===== src/rtl/fetch_controller.sv =====
// Instruction fetch sequencer: pc, one-deep memory pipeline, 2-entry output buffer.
// Optional fetch_count performance counter enabled by defining FETCH_PERF_CNT_EN.
module fetch_controller #(
    parameter int ADDR_W    = 12,
    parameter int INSTR_W   = 12,
    parameter int MEM_DEPTH = 24,
    parameter logic [ADDR_W-1:0] RESET_PC = '0
) (
    input  logic               clk,
    input  logic               reset,
    input  logic               start,
    input  logic               halt_req,
    input  logic               redirect_valid,
    input  logic [ADDR_W-1:0]  redirect_pc,
    output logic [ADDR_W-1:0]  imem_addr,
    input  logic [INSTR_W-1:0] imem_rdata,
    output logic               instr_valid,
    input  logic               instr_ready,
    output logic [INSTR_W-1:0] instr_out,
    output logic [ADDR_W-1:0]  pc_out,
    output logic               busy,
`ifdef FETCH_PERF_CNT_EN
    output logic [15:0]        fetch_count,
`endif
    output logic               fault
);

    typedef enum logic [1:0] {
        S_IDLE,
        S_RUN,
        S_HALT,
        S_FAULT
    } state_t;

    localparam logic [ADDR_W-1:0] DEPTH_LIM = ADDR_W'(MEM_DEPTH);

    state_t state_q;
    state_t state_d;

    logic [ADDR_W-1:0]  pc_q;
    logic               inflight_q;
    logic [ADDR_W-1:0]  inflight_pc_q;

    logic [INSTR_W-1:0] fifo_instr [2];
    logic [ADDR_W-1:0]  fifo_pc    [2];
    logic               rd_ptr_q;
    logic               wr_ptr_q;
    logic [1:0]         count_q;

    logic               pop;
    logic               push;
    logic               flush;
    logic               issue;
    logic               pc_ok;
    logic               redir_ok;
    logic [2:0]         pending;

    // Handshake and pipeline bookkeeping shared by the FSM and datapath.
    // pending counts slots that will be occupied after this cycle's pop.
    assign instr_valid = (count_q != 2'd0);
    assign pop         = instr_valid & instr_ready;
    assign pc_ok       = (pc_q < DEPTH_LIM);
    assign redir_ok    = (redirect_pc < DEPTH_LIM);
    assign flush       = redirect_valid && (state_q != S_IDLE);
    assign push        = inflight_q && !flush;
    assign pending     = {2'b00, inflight_q} + {1'b0, count_q}
                       - {2'b00, pop};

    assign imem_addr = pc_q;
    assign instr_out = instr_valid ? fifo_instr[rd_ptr_q] : '0;
    assign pc_out    = instr_valid ? fifo_pc[rd_ptr_q]    : '0;

    // State register.
    always_ff @(posedge clk) begin
        if (reset) begin
            state_q <= S_IDLE;
        end else begin
            state_q <= state_d;
        end
    end

    // Next-state logic; redirect outranks the range check in RUN.
    always_comb begin
        state_d = state_q;
        unique case (state_q)
            S_IDLE: begin
                if (start) begin
                    state_d = S_RUN;
                end
            end
            S_RUN: begin
                if (halt_req) begin
                    state_d = S_HALT;
                end else if (!redirect_valid && !pc_ok) begin
                    state_d = S_FAULT;
                end
            end
            S_HALT: begin
                if (start) begin
                    state_d = S_RUN;
                end
            end
            S_FAULT: begin
                if (redirect_valid && redir_ok) begin
                    state_d = S_RUN;
                end
            end
            default: state_d = S_IDLE;
        endcase
    end

    // Outputs decoded from state: issue gate, busy and the sticky fault flag.
    always_comb begin
        issue = 1'b0;
        busy  = inflight_q || (count_q != 2'd0);
        fault = 1'b0;
        unique case (state_q)
            S_IDLE: begin
            end
            S_RUN: begin
                busy  = 1'b1;
                issue = pc_ok && !redirect_valid && (pending < 3'd2);
            end
            S_HALT: begin
            end
            S_FAULT: begin
                fault = 1'b1;
            end
            default: begin
            end
        endcase
    end

    // Program counter and the single outstanding memory read.
    always_ff @(posedge clk) begin
        if (reset) begin
            pc_q          <= RESET_PC;
            inflight_q    <= 1'b0;
            inflight_pc_q <= '0;
        end else begin
            if (redirect_valid) begin
                pc_q <= redirect_pc;
            end else if (issue) begin
                pc_q <= pc_q + 1'b1;
            end
            inflight_q <= issue;
            if (issue) begin
                inflight_pc_q <= pc_q;
            end
        end
    end

    // Output buffer pointers and occupancy; a flush empties it.
    always_ff @(posedge clk) begin
        if (reset || flush) begin
            rd_ptr_q <= 1'b0;
            wr_ptr_q <= 1'b0;
            count_q  <= 2'd0;
        end else begin
            assert (!(push && !pop && count_q == 2'd2));
            if (push) begin
                wr_ptr_q <= ~wr_ptr_q;
            end
            if (pop) begin
                rd_ptr_q <= ~rd_ptr_q;
            end
            count_q <= count_q + {1'b0, push} - {1'b0, pop};
        end
    end

    // Buffer storage; contents are don't-care while the slot is empty.
    always_ff @(posedge clk) begin
        if (push) begin
            fifo_instr[wr_ptr_q] <= imem_rdata;
            fifo_pc[wr_ptr_q]    <= inflight_pc_q;
        end
    end

`ifdef FETCH_PERF_CNT_EN
    // Saturating count of accepted handshakes; survives redirects.
    always_ff @(posedge clk) begin
        if (reset) begin
            fetch_count <= 16'd0;
        end else if (pop && (fetch_count != 16'hFFFF)) begin
            fetch_count <= fetch_count + 16'd1;
        end
    end
`endif

endmodule


===== config.mk =====
export PLATFORM = sky130hd
export DESIGN_NAME = fetch_controller
export DESIGN_NICKNAME = d
export VERILOG_FILES = /design/src/rtl/fetch_controller.sv
export SDC_FILE = /design/constraint.sdc
export NUM_CORES = 1
export LEC_CHECK = 0
export ABC_AREA = 1
export CORE_ASPECT_RATIO = 1.5
export CORE_UTILIZATION = 40
export DETAILED_ROUTE_END_ITERATION = 12
export PLACE_DENSITY_LB_ADDON = 0.2
export SLEW_MARGIN = 20
export SYNTH_ARGS = -nofsm -noshare
export SYNTH_HDL_FRONTEND = slang
export SYNTH_SLANG_ARGS = --single-unit

===== constraint.sdc =====
create_clock -name clk -period 4.3 [get_ports clk]
set_input_delay 1.075 -clock clk [delete_from_list [all_inputs] [get_ports clk]]
set_output_delay 1.075 -clock clk [all_outputs]
set_load 0.02 [all_outputs]

# --- Word level (Yosys, flattened, before mapping) ---
# Memory sizes are Yosys's and may differ from the RTL's. A register that Yosys moved wholly into a read port is not among the register bits.
# Index checks and enable logic that the tools add are counted.
op_classes:
  addsub: 5
  n_lt_le_gt_ge: 3
  eq_ne: 6
  muxes: 18
  n_bitwise: 3
  n_reduce_logical: 17
ops:
  columns: ["op", "count"]
  rows:
  - ["$mux 12", 4]
  - ["$lt 12x5->1 const B", 2]
  - ["$add 12x1->12 const B", 1]
  - ["$mux 1", 9]
  - ["$mux 2", 4]
  - ["$logic_and 1x1->1", 6]
  - ["$pmux 2 s3", 1]
  - ["$reduce_bool 2->1", 3]
  - ["$eq 2x2->1 const B", 2]
  - ["$add 1x2->3", 1]
  - ["$logic_not 1->1", 3]
  - ["$lt 3x2->1 const B", 1]
  - ["$ne 3x3->1 const B", 1]
  - ["$reduce_and 3->1", 1]
  - ["$sub 3x1->3", 1]
  - ["$add 2x1->2", 1]
  - ["$eq 2x1->1 const B", 1]
  - ["$logic_not 2->1", 1]
  - ["$logic_or 1x1->1", 2]
  - ["$ne 2x1->1 const B", 1]
  - ["$ne 2x2->1 const B", 1]
  - ["$not 1->1", 2]
  - ["$reduce_or 2->1", 1]
  - ["$sub 2x1->2", 1]
  - ["$and 1x1->1", 1]
totals:
  reg_bits: 31
  ram_bits: 48
  input_bits: 30
  output_inout_bits: 39
  word_cells: 61
  n_memories: 2
mem_list:
  columns: ["memory", "depth", "word_bits", "rd", "rd_ports_with_merged_regs", "write_ports", "line_no", "source"]
  rows:
  - ["fifo_instr", 2, 12, 1, 1, 1, "44", "logic [INSTR_W-1:0] fifo_instr [2];"]
  - ["fifo_pc", 2, 12, 1, 1, 1, "45", "logic [ADDR_W-1:0] fifo_pc [2];"]

# --- Logic depth before layout (Yosys ltp) ---
# Gate-level depths: netlist (run 1).
logic_depth:
  ltp_word: 8
  mapped_depth: 15
  ltp_nobuf: 14

# --- Worst setup path before layout (run 1) ---
# OpenSTA, ideal clock, no wires.
synth_path:
  kind: "input -> register"
  from: "input redirect_valid"
  to: "memory fifo_instr[0][0], enable pin"
  setup_ns: 0.406
  arrival_ns: 2.400
  required_time_ns: 3.894
  path_slack_ns: 1.494
  path_stages: 3
  n_path_buf: 0
  cell_sequence: "o21ai_0 -> nand2_1 -> nor2_1"
synth_via:
  elab_chain_cells: 5
synth_rtl:
  columns: ["item", "line_no", "source"]
  rows:
  - ["from (decl)", "13", "input logic redirect_valid,"]
  - ["$logic_and 1x1->1", "64", "assign flush = redirect_valid && (state_q != S_IDLE);"]
  - ["$logic_not 1->1", "65", "assign push = inflight_q && !flush;"]
  - ["$logic_and 1x1->1", "65", null]
  - ["$mux 1", "173", "if (push) begin"]
  - ["$mux 1 (implied by the code)", "174", "fifo_instr[wr_ptr_q] <= imem_rdata;"]
  - ["to (decl)", "44", null]
# No other way between the ends.

==> results.toml, run 1 <==
[outcome]
status = "finished, final reports clean"

[worst_setup_path]
crit_path_max_incr_delay_ns = 0.63
required_ns = 3.22
start_kind = "register"
crit_family = "buffers and inverters"
crit_buf_inv = 2
r2r-end = "inflight_pc_q[4]"
crit_type = "register to output port"
cp_num_cells = 4
crit_fanout = 24
crit_arrival_ns = 2.15
reg2reg_from = "count_q[1]"
rrSetupSlack_ns = 1.70
critPathSlowestCell = "clkdlybuf4s50_1"
crit_chain = "inv_1 > nand2_1 > a21oi_1 > clkdlybuf4s50_1"
reg2reg_depth = 14
crit_end = "pc_out[10]"
endpoint_kind = "output port"

[pwr]
power_frac_clock_pct = 43.5
peakVddDrop_mv = 0.305
power_density_nw_per_um2 = 415
seqPwrFrac_pct = 46.6
p_int_mw = 1.41
leakage_nw = 1.68
switching_share_pct = 21.2
p_switching_mw = 0.381
p_comb_share_pct = 9.9

[cells_and_area]
area_growth_pct = 35.1
mostFrequentLayoutCells = "nand2_1, clkdlybuf4s50_1, edfxtp_1"
final_common_cell = "nand2_1"
n_fill_cell = 714
nNetsFinal = 427
antenna_cells = 0
multi_input_area_um2 = 995
final_layout_size_suffix_gt1_share_pct = 8.27
fin_util_pct = 56.1
regArea_um2 = 2080

[worst_hold_path]
hp-class = "register to register"

[global_route]
grt_use_met3_pct = 3.98
grt_start_max_net_pins = 25
grt_overflow = 0
grt_pass1_vias = 2302
grt_use_met1_pct = 17.7
gr-max-usage-layer = "met2"
track_usage_pct = 16.2
gr-usage-met2_pct = 28.9
grt_pass1_wl_mm = 10.3
antenna_found_initial = 0

[floorplan]
die_y_um = 112
io_pins = 69
core_area_um2 = 7710
dieWidth_um = 75.1
row_count = 39
die_area_um2 = 8380
initial_core_util_pct = 41.6

[clocking]
clock-sinks = 80
cts_resized = 0
clockBufferDepth = 2
cts_tree = "yes"
postCtsSetupRepairBufs = 0
ctsHoldBuffers = 0
cts_inserted_buffers = 9
htree_levels = 3
clk_pin_slew_ns = 0.06
clockRootBuffer = "clkbuf_16"
clock_latency_ns = 0.32

[drt]
ant_nets = 0
drt_pre_antenna_iters = 4
vias = 2397
routed_via_density = 4.78
totalWireLength_mm = 6.34
wl_per_cell_um = 12.6
drt_first_iter_violations = 89
drc = 0

[sta]
drv_slew = 0
timing.final.crit_share_pct = 75.1
setup_viol = 0
hold-worst-slack_ns = 0.455
max_freq_mhz = 310
period_minus_slack_ns = 3.23
worstMarginPinSlew_ns = 0.807
tns_ns = 0
finClkSkew_ns = 0.00654
slew_headroom_pct = 46.1
rsz0062_at_grt = "no"
finalHoldViolCount = 0

[yosys]
seq_area_frac_synth_pct = 65.0
avgSynthCellArea_um2 = 9.95
synth_cell_types = 29
postSynthCellCount = 322
ys_warn_count = 0
syn-cell-area_um2 = 3200
ys_seq_elements = 80
syn-num-nets = 355

[place]
port_buffers = 68
dp_hpwl_mm = 4.25
gp_congestion = 0.825

[job]
drv_cap = 0
==> per-layer routing <==
| metal | up-vias | routed length (um) |
|---|---|---|
| met2 | 69 | 3300 |
| met4 | 0 | 93 |
| met1 | 1104 | 2620 |
| met3 | 7 | 319 |
| li1 | 1217 | - |
| met5 | - | 0 |
==> logic make-up (layout without fill, tap and decap cells) <==
kind of cell | after synthesis | count (layout) | share of synthesized area, %
buffers and inverters | 32 | 109 | 4.14
AO/OA/AOI/OAI | 56 | 56 | 8.94
AND/OR/NAND/NOR | 145 | 145 | 18.9
XOR/XNOR | 6 | 6 | 1.64
adder cells (fa/ha/maj) | 3 | 3 | 1.41
flip-flops | 80 | 80 | 65.0
==> area by class of cell <==
type | count | area share (%)
repair buffers | 74 | 17.1
clock inverters | 5 | 1.88
clock buffers | 11 | 5.38
multi-input cells | 210 | 23.0
flip-flops and latches | 80 | 48.1
well taps | 102 | 2.95
inverters | 19 | 1.65
==> state kept, by name, summed over array words and instances (netlist names), 2 cells and up, named ones only <==
name	cells
imem_addr	12
fifo_instr	24
state_q	2
count_q	2
fifo_pc	24
inflight_pc_q	12
==> metrics by stage <==
| step | power [mW] | setup WS, ns | instances | cell area, um^2 |
|---|---|---|---|---|
| 4_1_cts | 1.81 | 0.983 | 501 | 4330 |
| 5_1_grt | 1.86 | 0.878 | 501 | 4330 |
| 6_report | 1.80 | 1.07 | 501 | 4330 |
| 3_5_place_dp | 1.03 | 0.860 | 485 | 4010 |
| 3_3_place_gp | 1.03 | 0.920 | 485 | 4010 |
| 2_1_floorplan | 0.942 | 1.49 | 322 | 3200 |
==> how the worst min path moves through the flow <==
stage / slack [ns] / from / end / cells past startpoint
2_1_floorplan: 0.42 / inflight_pc_q[1] / fifo_pc[0][1] / 0
3_3_place_gp: 0.44 / inflight_pc_q[9] / fifo_pc[0][9] / 0
3_5_place_dp: 0.44 / inflight_pc_q[5] / fifo_pc[0][5] / 0
4_1_cts: 0.46 / inflight_pc_q[5] / fifo_pc[0][5] / 0
5_1_grt: 0.47 / inflight_pc_q[10] / fifo_pc[0][10] / 0
6_report: 0.45 / inflight_pc_q[5] / fifo_pc[0][5] / 0
==> power by group through the flow <==
stage	Clock [mW]	Combinational, mW	Sequential (mW)
global route	0.827	0.194	0.839
detailed placement	0	0.178	0.853
floorplan	0	0.0836	0.858
finish	0.781	0.177	0.837
global placement	0	0.176	0.853
CTS	0.794	0.179	0.837
==> cell usage after synthesis (all sizes together) <==
master | number | area (um^2)
a211oi | 1 | 7.51
a21oi | 43 | 219
and2 | 1 | 6.26
buf | 4 | 27.5
clkbuf | 9 | 33.8
dfxtp | 32 | 641
edfxtp | 48 | 1440
fa | 1 | 20.0
ha | 2 | 25.0
inv | 19 | 71.3
nand2 | 93 | 359
nand3 | 20 | 105
nand4 | 1 | 6.26
nor2 | 28 | 118
nor3 | 1 | 5.00
o21ai | 12 | 60.1
or2 | 1 | 6.26
xnor2 | 1 | 8.76
xor2 | 5 | 43.8
No activity file was read; power rests on OpenSTA's default activity.
==> run 2, diff against run 1 <==
- clock period: 4.3 -> 3.1 ns (I/O delays scaled with it)
==> results.toml, run 2 (synthesized netlist as in run 1, its figures left out) <==
[clocking]
clk_pin_slew_ns = 0.06
cts_tree = "yes"
clockBufferDepth = 2
clock_latency_ns = 0.32
htree_levels = 3
clock-sinks = 80
postCtsSetupRepairBufs = 0
cts_inserted_buffers = 9
clockRootBuffer = "clkbuf_16"

[global_route]
antenna_found_initial = 0
track_usage_pct = 16.7
grt_pass1_wl_mm = 10.5
grt_pass1_vias = 2284
grt_overflow = 0
grt_start_max_net_pins = 26

[sta]
period_minus_slack_ns = 2.91
setup_slack_ns = 0.186
rsz0062_at_grt = "no"
slew_headroom_pct = 57.8
finClkSkew_ns = 0.00480
tns_ns = 0
worstMarginPinSlew_ns = 0.632
hold-worst-slack_ns = 0.457
timing.final.crit_share_pct = 94.0
drv_slew = 0
max_freq_mhz = 343
setup_viol = 0
finalHoldViolCount = 0

[pwr]
peakVddDrop_mv = 0.317
power_density_nw_per_um2 = 556
seqPwrFrac_pct = 48.2
switching_share_pct = 22.0
p_comb_share_pct = 10.3
power_frac_clock_pct = 41.5
p_switching_mw = 0.531
leakage_nw = 1.68
p_int_mw = 1.88
p_total_mw = 2.41

[cells_and_area]
fin_area_um2 = 4340
final_layout_size_suffix_gt1_share_pct = 9.18
nNetsFinal = 431
reg_top3 = "fifo_instr: 24 flops, fifo_pc: 24 flops"
final_common_cell = "nand2_1"
antenna_cells = 0
mostFrequentLayoutCells = "nand2_1, clkdlybuf4s50_1, edfxtp_1"
n_fill_cell = 708
area_growth_pct = 35.5
fin_cells = 505
fin_util_pct = 56.3

[place]
place_inst = 489
dp_slack_ns = -0.101
dp_hpwl_mm = 4.50
port_buffers = 68
placed_area_um2 = 4040
gp_congestion = 0.842

[worst_hold_path]
hp-class = "register to register"
whs_endpoint = "fifo_pc[1][2]"
min_delay_path_depth = 0
holdCritStartpoint = "inflight_pc_q[2]"

[outcome]
status = "finished, final reports clean"

[worst_setup_path]
crit_arrival_ns = 2.14
required_ns = 2.32
endpoint_kind = "output port"
crit_fanout = 25
start_kind = "register"
reg2reg_from = "count_q[1]"
rrSetupSlack_ns = 0.30
crit_type = "register to output port"
startpoint = "count_q[1]"
r2r-end = "imem_addr[1]"
reg2reg_depth = 14

[floorplan]
row_count = 39
initial_core_util_pct = 41.6
core_area_um2 = 7710
dieWidth_um = 75.1
die_y_um = 112
die_area_um2 = 8380
io_pins = 69

[drt]
drt_first_iter_violations = 97
drc = 0
totalWireLength_mm = 6.49
wl_per_cell_um = 12.8
vias = 2399
ant_nets = 0
drt_pre_antenna_iters = 4
routed_via_density = 4.75

[job]
drv_cap = 0
==> run 2: layout make-up <==
cell class                      count  area (um^2)  area share, %
Clock inverter                      5         58.8           1.35
Clock buffer                       11          233           5.36
Sequential cell                    80         2080           48.0
Tap cell                          102          128           2.94
Multi-Input combinational cell    210         1000           23.0
Inverter                           19         71.3           1.64
Timing Repair Buffer               78          768           17.7
==> run 2: worst max path at each step <==
stage | end | slack, ns | cells past startpoint
after global placement | inflight_pc_q[3] | 0.05 | 13
final | busy | 0.19 | 5
after global routing | inflight_pc_q[4] | 0.01 | 14
after detailed placement | imem_addr[1] | -0.10 | 14
after floorplan | fifo_instr[0][0] | 0.59 | 3
after CTS | busy | 0.14 | 5
==> run 2: timing repair <==
item	in CTS	in global routing
gates resized for setup	1	0
endpoints found under the setup margin	14	0
hold buffers	0	0
==> run 2: power groups by stage <==
stage          clock (mW)  sequential, mW  combinational [mW]
6_report             1.00            1.16               0.249
5_1_grt              1.08            1.17               0.271
4_1_cts              1.03            1.16               0.252
3_5_place_dp            0            1.18               0.250
3_3_place_gp            0            1.18               0.249
2_1_floorplan           0            1.19               0.116
==> run 2: worst max-delay path, cell delays in order, from the launching register on <==
cell and delay, ns:
dfxtp_1 0.38, nor2_4 0.52, inv_1 0.18, nor2_1 0.11, o21ai_0 0.08, clkdlybuf4s50_1 0.54
==> run 2: layer usage <==
metal | part of all wire (%) | track usage, %
met5 | 0 | 0
met4 | 1.2 | 6.16
met3 | 4.8 | 4.34
met2 | 52 | 29.2
met1 | 42 | 18.8
